$ cat src/rtl/input_spike_scheduler.sv
// Input-layer frame controller: loads a thresholded pixel frame, then
// rate-encodes it into a back-pressurable (step, idx) spike stream.
module input_spike_scheduler #(
  parameter int N_INPUTS  = 16,
  parameter int DATA_W    = 8,
  parameter int NUM_STEPS = 8,
  parameter int IDX_W     = $clog2(N_INPUTS),
  parameter int STEP_W    = (NUM_STEPS > 1) ? $clog2(NUM_STEPS) : 1
) (
  input  logic              i_clk,
  input  logic              i_rstn,
  input  logic              i_start,
  input  logic [DATA_W-1:0] i_threshold,
  input  logic              i_s_valid,
  output logic              o_s_ready,
  input  logic [DATA_W-1:0] i_s_data,
  output logic              o_m_valid,
  input  logic              i_m_ready,
  output logic [IDX_W-1:0]  o_m_idx,
  output logic [STEP_W-1:0] o_m_step,
  output logic              o_m_spike,
  output logic              o_m_last,
  output logic              o_busy,
  output logic              o_done
);

  localparam logic [1:0] S_IDLE = 2'd0;
  localparam logic [1:0] S_LOAD = 2'd1;
  localparam logic [1:0] S_RUN  = 2'd2;
  localparam logic [1:0] S_DONE = 2'd3;

  localparam logic [IDX_W-1:0]  IDX_LAST  = IDX_W'(N_INPUTS - 1);
  localparam logic [STEP_W-1:0] STEP_LAST = STEP_W'(NUM_STEPS - 1);

  logic [1:0]        state;
  logic [IDX_W-1:0]  cnt;
  logic [IDX_W-1:0]  idx;
  logic [STEP_W-1:0] step;
  logic [DATA_W-1:0] pix [N_INPUTS];
  logic [DATA_W-1:0] acc [N_INPUTS];
  logic [DATA_W:0]   sum;
  logic              in_idle;
  logic              in_load;
  logic              in_run;
  logic              in_done;
  logic              last_beat;

  assign in_idle = (state == S_IDLE);
  assign in_load = (state == S_LOAD);
  assign in_run  = (state == S_RUN);
  assign in_done = (state == S_DONE);

  // Carry out of the accumulator is the spike; the residue stays in acc.
  assign sum       = {1'b0, acc[idx]} + {1'b0, pix[idx]};
  assign last_beat = (step == STEP_LAST) && (idx == IDX_LAST);

  assign o_s_ready = in_load;
  assign o_m_valid = in_run;
  assign o_m_idx   = idx;
  assign o_m_step  = step;
  assign o_m_spike = in_run & sum[DATA_W];
  assign o_m_last  = in_run & last_beat;
  assign o_busy    = in_load | in_run;
  assign o_done    = in_done;

  always_ff @(posedge i_clk or negedge i_rstn) begin
    if (!i_rstn) begin
      state <= S_IDLE;
      cnt   <= '0;
      idx   <= '0;
      step  <= '0;
      for (int i = 0; i < N_INPUTS; i++) begin
        pix[i] <= '0;
        acc[i] <= '0;
      end
    end else begin
      unique case (1'b1)
        in_idle: begin
          if (i_start) begin
            state <= S_LOAD;
            cnt   <= '0;
            for (int i = 0; i < N_INPUTS; i++) begin
              acc[i] <= '0;
            end
          end
        end
        in_load: begin
          if (i_s_valid) begin
            pix[cnt] <= (i_s_data < i_threshold) ? '0 : i_s_data;
            if (cnt == IDX_LAST) begin
              state <= S_RUN;
              cnt   <= '0;
              idx   <= '0;
              step  <= '0;
            end else begin
              cnt <= cnt + 1'b1;
            end
          end
        end
        in_run: begin
          if (i_m_ready) begin
            acc[idx] <= sum[DATA_W-1:0];
            if (idx == IDX_LAST) begin
              idx  <= '0;
              step <= (step == STEP_LAST) ? '0 : step + 1'b1;
            end else begin
              idx <= idx + 1'b1;
            end
            if (last_beat) begin
              state <= S_DONE;
            end
          end
        end
        in_done: begin
          state <= S_IDLE;
        end
        default: begin
          state <= S_IDLE;
        end
      endcase
    end
  end

endmodule
$ cat config.mk
export PLATFORM = sky130hd
export DESIGN_NAME = input_spike_scheduler
export DESIGN_NICKNAME = d
export VERILOG_FILES = /design/src/rtl/input_spike_scheduler.sv
export SDC_FILE = /design/constraint.sdc
export NUM_CORES = 1
export LEC_CHECK = 0
export BUFFER_PORTS_ARGS = -buffer_cell sky130_fd_sc_hd__buf_2
export CAP_MARGIN = 30
export CORE_MARGIN = 2
export CORE_UTILIZATION = 36
export DETAILED_ROUTE_END_ITERATION = 8
export GPL_TIMING_DRIVEN = 0
export PLACE_DENSITY = 0.6
export SLEW_MARGIN = 10
export SYNTH_ARGS = -nofsm -noshare
export SYNTH_HDL_FRONTEND = slang
export SYNTH_SLANG_ARGS = --single-unit
$ cat constraint.sdc
create_clock -name i_clk -period 7 [get_ports i_clk]
set_input_delay 1.4 -clock i_clk [delete_from_list [all_inputs] [get_ports i_clk]]
set_output_delay 1.4 -clock i_clk [all_outputs]
set_load 0.01 [all_outputs]
**Word-level counts from Yosys, hierarchy flattened**

Cells that the tools add are included.

- Output and inout port bits: 13
- Bits of input ports: 21
- Logic and storage cells: 112
- Bits in registers: 269

- Add/subtract/negate cells: 4
- Eq/ne operators: 12
- Magnitude comparators: 5
- Muxes and demuxes: 37
- Bitwise operators: 5
- Reductions and logical operators: 13

Operator list:

| operator | number |
|---|---|
| bitwise mux 128 bit | 2 |
| two-way mux 128 bit | 2 |
| one-hot mux 128 bit (2 select lines) | 1 |
| binary-select mux 8 bit (select 4 bit) | 2 |
| demux 8 bit (select 4 bit) | 2 |
| two-way mux 8 bit | 7 |
| two-way mux 4 bit | 7 |
| one-hot mux 4 bit (2 select lines) | 2 |
| two-way mux 3 bit | 5 |
| >= comparator 5 bit, second input constant | 2 |
| < comparator 5 x 1 -> 1 bit, second input constant | 2 |
| two-way mux 2 bit | 5 |
| inverter 4 -> 5 bit | 2 |
| AND reduction 5 bit | 2 |
| adder 8 x 8 -> 9 bit | 1 |
| adder 4 x 1 -> 4 bit, second input constant | 2 |
| == test 4 bit, second input constant | 2 |
| < comparator 8 bit | 1 |
| != test 2 x 1 -> 1 bit, second input constant | 3 |
| != test 2 bit, second input constant | 3 |
| one-hot mux 2 bit (3 select lines) | 1 |
| one-hot mux 3 bit (2 select lines) | 1 |
| AND reduction 3 bit | 2 |
| nonzero test 2 bit | 3 |
| other kinds (10) | 14 |

**Longest topological paths before layout**

- Word-level depth: 8
- Gate-level depth with buffers: 13
- Depth with buffers taken out: 9

**Worst setup path after synthesis**

No wires, ideal clock.

- Path type: register to output
- Start: reg idx[0] (netlist: o_m_idx[0])
- End: out o_m_spike
- Data arrival time: 3140 ps
- Path buffers: 2
- Stages on the path, launching flop included: 11
- Slack: 2460 ps
- Required time: 5600 ps
- Cell sequence: dfrtp_1 -> buf_6 -> buf_2 -> mux4_2 -> mux4_2 -> ha_1 -> fa_1 -> a211oi_1 -> nor2_1 -> o31ai_2 -> a21oi_1

- Longest elaborated chain between the ends: 6
- Elaborated cells on any way between the ends: 9
- Those cells by class: add/sub: 1; mux: 6; bitwise: 2

RTL lines:

| what | line | RTL |
|---|---|---|
| from (decl) | 37 | `logic [IDX_W-1:0] idx;` |
| from (signal assigned) | 107 | `idx <= idx + 1'b1;` |
| inverter 4 -> 5 bit (not written as such) * | 54 | `assign sum = {1'b0, acc[idx]} + {1'b0, pix[idx]};` |
| binary-select mux 8 bit (select 4 bit) | 54 |  |
| two-way mux 8 bit (not written as such) (2 in series) | 54 |  |
| adder 8 x 8 -> 9 bit * | 54 |  |
| bitwise AND 1 bit * | 61 | `assign o_m_spike = in_run & sum[DATA_W];` |
| to (decl) | 21 | `output logic o_m_spike,` |

Every way passes the cells marked *; elsewhere a longest branch is shown, timed or not. The select of a mux whose other input is x is not followed.

**Worst setup path in the final report**

- Start: reg idx[1] (netlist: o_m_idx[1])
- End: out o_m_spike

The elaborated chain is that of the path after synthesis.

==> impl_metrics.toml <==
[setup_path]
crit_buf_inv = 3
crit_required_ps = 5600
critPathLaunchType = "flip-flop"
crit_end = "o_m_spike"
critical-path-slowest-cell = "clkbuf_1"
critPathMaxFanout = 10
r2r_start = "o_m_idx[1]"
crit_family = "buffers and inverters"
path_class = "flip-flop to output pin"
rr_worst_depth = 10
cp_slowest_stage_delay_ps = 680
arrival_ps = 4810
cp-startpoint = "o_m_idx[1]"
path_cells = "clkbuf_1 > clkbuf_1 > mux4_2 > mux4_2 > fa_1 > a211oi_1 > nor2_1 > o31ai_2 > a21oi_1 > buf_2"
r2r_slack_ps = 2010
worstSetupPathDepth = 10
critPathCaptureType = "output pin"
r2r_end = "acc[84]"

[route]
avgRoutedWirePerCell_um = 22.1
vias = 9733
wl_um = 39100
drt_iter0_drc = 657
ant_nets = 0
drc = 0
first_pass_iters = 5
post_drt_via_cell_ratio = 5.51

[yosys]
yosys.area_share.adder_pct = 2.91
synth-compound-area-share_pct = 12.2
async_flop_share_pct = 100
yosysTopAreaCell = "dfrtp_1"
yosysWarnings = 0
synth.distinct_cells = 62
synth-simple-area-share_pct = 13.3
syn_area_per_cell_sq_um = 11.6
synth-seq-cells = 269
synth_edf_count = 0
synthesis.nets = 1221
synth_flop_cell = "dfrtp_1"
synth_area_leaders = "dfrtp_1 (50%), mux4_2 (12%), a22o_1 (7.2%)"
synth_top_family_by_area = "multiplexers"
ys_seq_area_share_pct = 49.5
synth_xor_area_share_pct = 0.313
synth_top_area_share_pct = 49.5
muxShareOfSynthArea_pct = 18.4
synth_area_sq_um = 13600
syn-instance-count = 1169

[pwr]
intPower_uw = 3490
pwr-share-seq_pct = 35.2
p_total_uw = 5740
ir_worst_vdd_v = 0.000174
p_sw_share_pct = 39.2
power_density_nw_per_um2 = 372
p_leak_uw = 0.00676
combPwrFrac_pct = 38.1
p_switching_uw = 2250
clockPowerShare_pct = 26.7

[sta]
hold_viol = 0
rsz0062_at_grt = "false"
hold_slack_ps = 478
final_max_slew_viol_count = 0
worst_pin_slew_ps = 923
final.setup.tns_ps = 0
fin_crit_ps = 6210
setup_ws_ps = 785
setup_viol = 0
fin_skew_ps = 9.35
slew_headroom_pct = 38.5
finalCritPeriodShare_pct = 88.8
fmax_ghz = 0.161

[clock_network]
cts_max_level = 1
clk_pin_slew_ps = 60
insertion_delay_ps = 550
cts_max_path_buffers = 3
cts_sinks = 269
cts_tree = "yes"
ctsHoldBuffers = 0
cts-resized-gates = 0
cts_buffers = 29
post_cts_buffers = 0
cts-root-buf = "clkbuf_16"

[layout]
drive_above_1_share_pct = 17.4
nets = 1288
diodes = 0
syn2layout_area_growth_pct = 13.4
nFillCells = 3586

[placed_design]
gp_congestion = 0.828
port_buffers = 32
hpwl_um = 27300
dp_slack_ps = 1370

[global_routing]
grt_pass1_wl_um = 61300
grt_pass1_vias = 9976
overflow = 0
grt_usage_pct = 20.5
grt_max_degree = 106
antenna_found_initial = 1

[floorplan]
rows = 71
start_util_pct = 36.3
die_width_um = 198
dieArea_sq_um = 39300
io_pins = 34
core-area_sq_um = 37400
chipHeight_um = 198

[run]
cap_violations = 0

[hold_path]
hp-class = "flip-flop to flip-flop"

[run_status]
status = "finished, final reports clean"
[cell usage in the layout (no fill, tap or decap), types with 4 or more instances in the layout]
cell type,n
o31ai_1,15
clkbuf_1,46
nand3_1,7
ha_1,30
mux2i_1,67
dfrtp_1,269
nor2_1,215
nand2_1,76
nand2b_1,8
a21oi_1,13
a22o_1,112
a21oi_2,16
buf_1,12
o21ai_0,5
inv_1,16
a21o_1,18
nor2_2,5
clkbuf_8,10
clkbuf_16,29
o21ai_1,10
mux4_1,5
mux4_2,75
nor3_1,71
buf_2,52
clkinv_2,4
[how the worst min path moves through the flow]
stage,start,endpoint,cells after the start
detailed placement,acc[14],acc[14],2
global route,acc[102],acc[102],2
finish,acc[110],acc[110],2
floorplan,acc[86],acc[86],2
CTS,acc[86],acc[86],2
global placement,acc[102],acc[102],2
[sequential cells by signal (all words and copies together), names as in the netlist]
name      cells
cnt           4
o_m_step      3
acc         128
state         2
o_m_idx       4
pix         128
[worst min-delay path: cells and delay by family, from the launching register on]
| family | cells | cell delay, ps |
|---|---|---|
| AND/OR/NAND/NOR | 1 | 50 |
| flip-flops | 1 | 340 |
| AO/OA/AOI/OAI | 1 | 50 |
[metrics by stage]
step           utilization [%]  instances  area, sq um
2_1_floorplan                -       1169        13600
3_3_place_gp              38.5       1712        14400
3_5_place_dp              38.7       1715        14500
4_1_cts                   41.2       1766        15400
5_1_grt                   41.2       1767        15400
6_report                  41.2       1767        15400
[cell type report]
class / instances / area [sq um] / share of cell area (%)
Timing Repair Buffer: 36 / 241 / 1.57
Inverter: 18 / 67.6 / 0.439
Buffer: 79 / 382 / 2.48
Clock inverter: 5 / 50.0 / 0.325
Multi-Input combinational cell: 803 / 6410 / 41.6
Sequential cell: 269 / 6730 / 43.7
Tap cell: 511 / 639 / 4.15
Clock buffer: 46 / 890 / 5.77
[synth_stat cells (all sizes together), types with 3 or more instances]
cell	count
and3	3
buf	39
nand2b	8
o21ai	16
dfrtp	269
nor2	222
nand2	76
nand3	9
a22o	112
a211oi	3
mux4	80
inv	18
o211ai	3
nor2b	3
ha	30
or2	6
a21o	18
nor3	74
a21oi	29
or3	3
clkbuf	40
o31ai	16
mux2i	67
[power groups by stage]
stage                     registers (uW)  clock network, uW  logic (uW)
after floorplan                     1970                  0        1480
after global placement              2030                  0        2130
after detailed placement            2040                  0        2190
after CTS                           2020               1550        2190
after global routing                2050               1620        2370
final                               2020               1530        2190
[per-layer routing]
metal,global-route usage [%],share of wire (%)
met5,0,0.033
met4,5.90,2.7
met3,4.12,5.9
met2,33.0,47
met1,28.2,44
[logic make-up (layout without fill, tap and decap cells)]
kind of cell	Yosys count	in the layout
AOI/OAI and AO/OA	207	207
buffers and inverters	97	184
muxes	148	148
adders and majority gates	31	31
xor gates and xnor gates	4	4
DFF	269	269
and+or+nand+nor	413	413
Power figures use the tool's default switching activity.
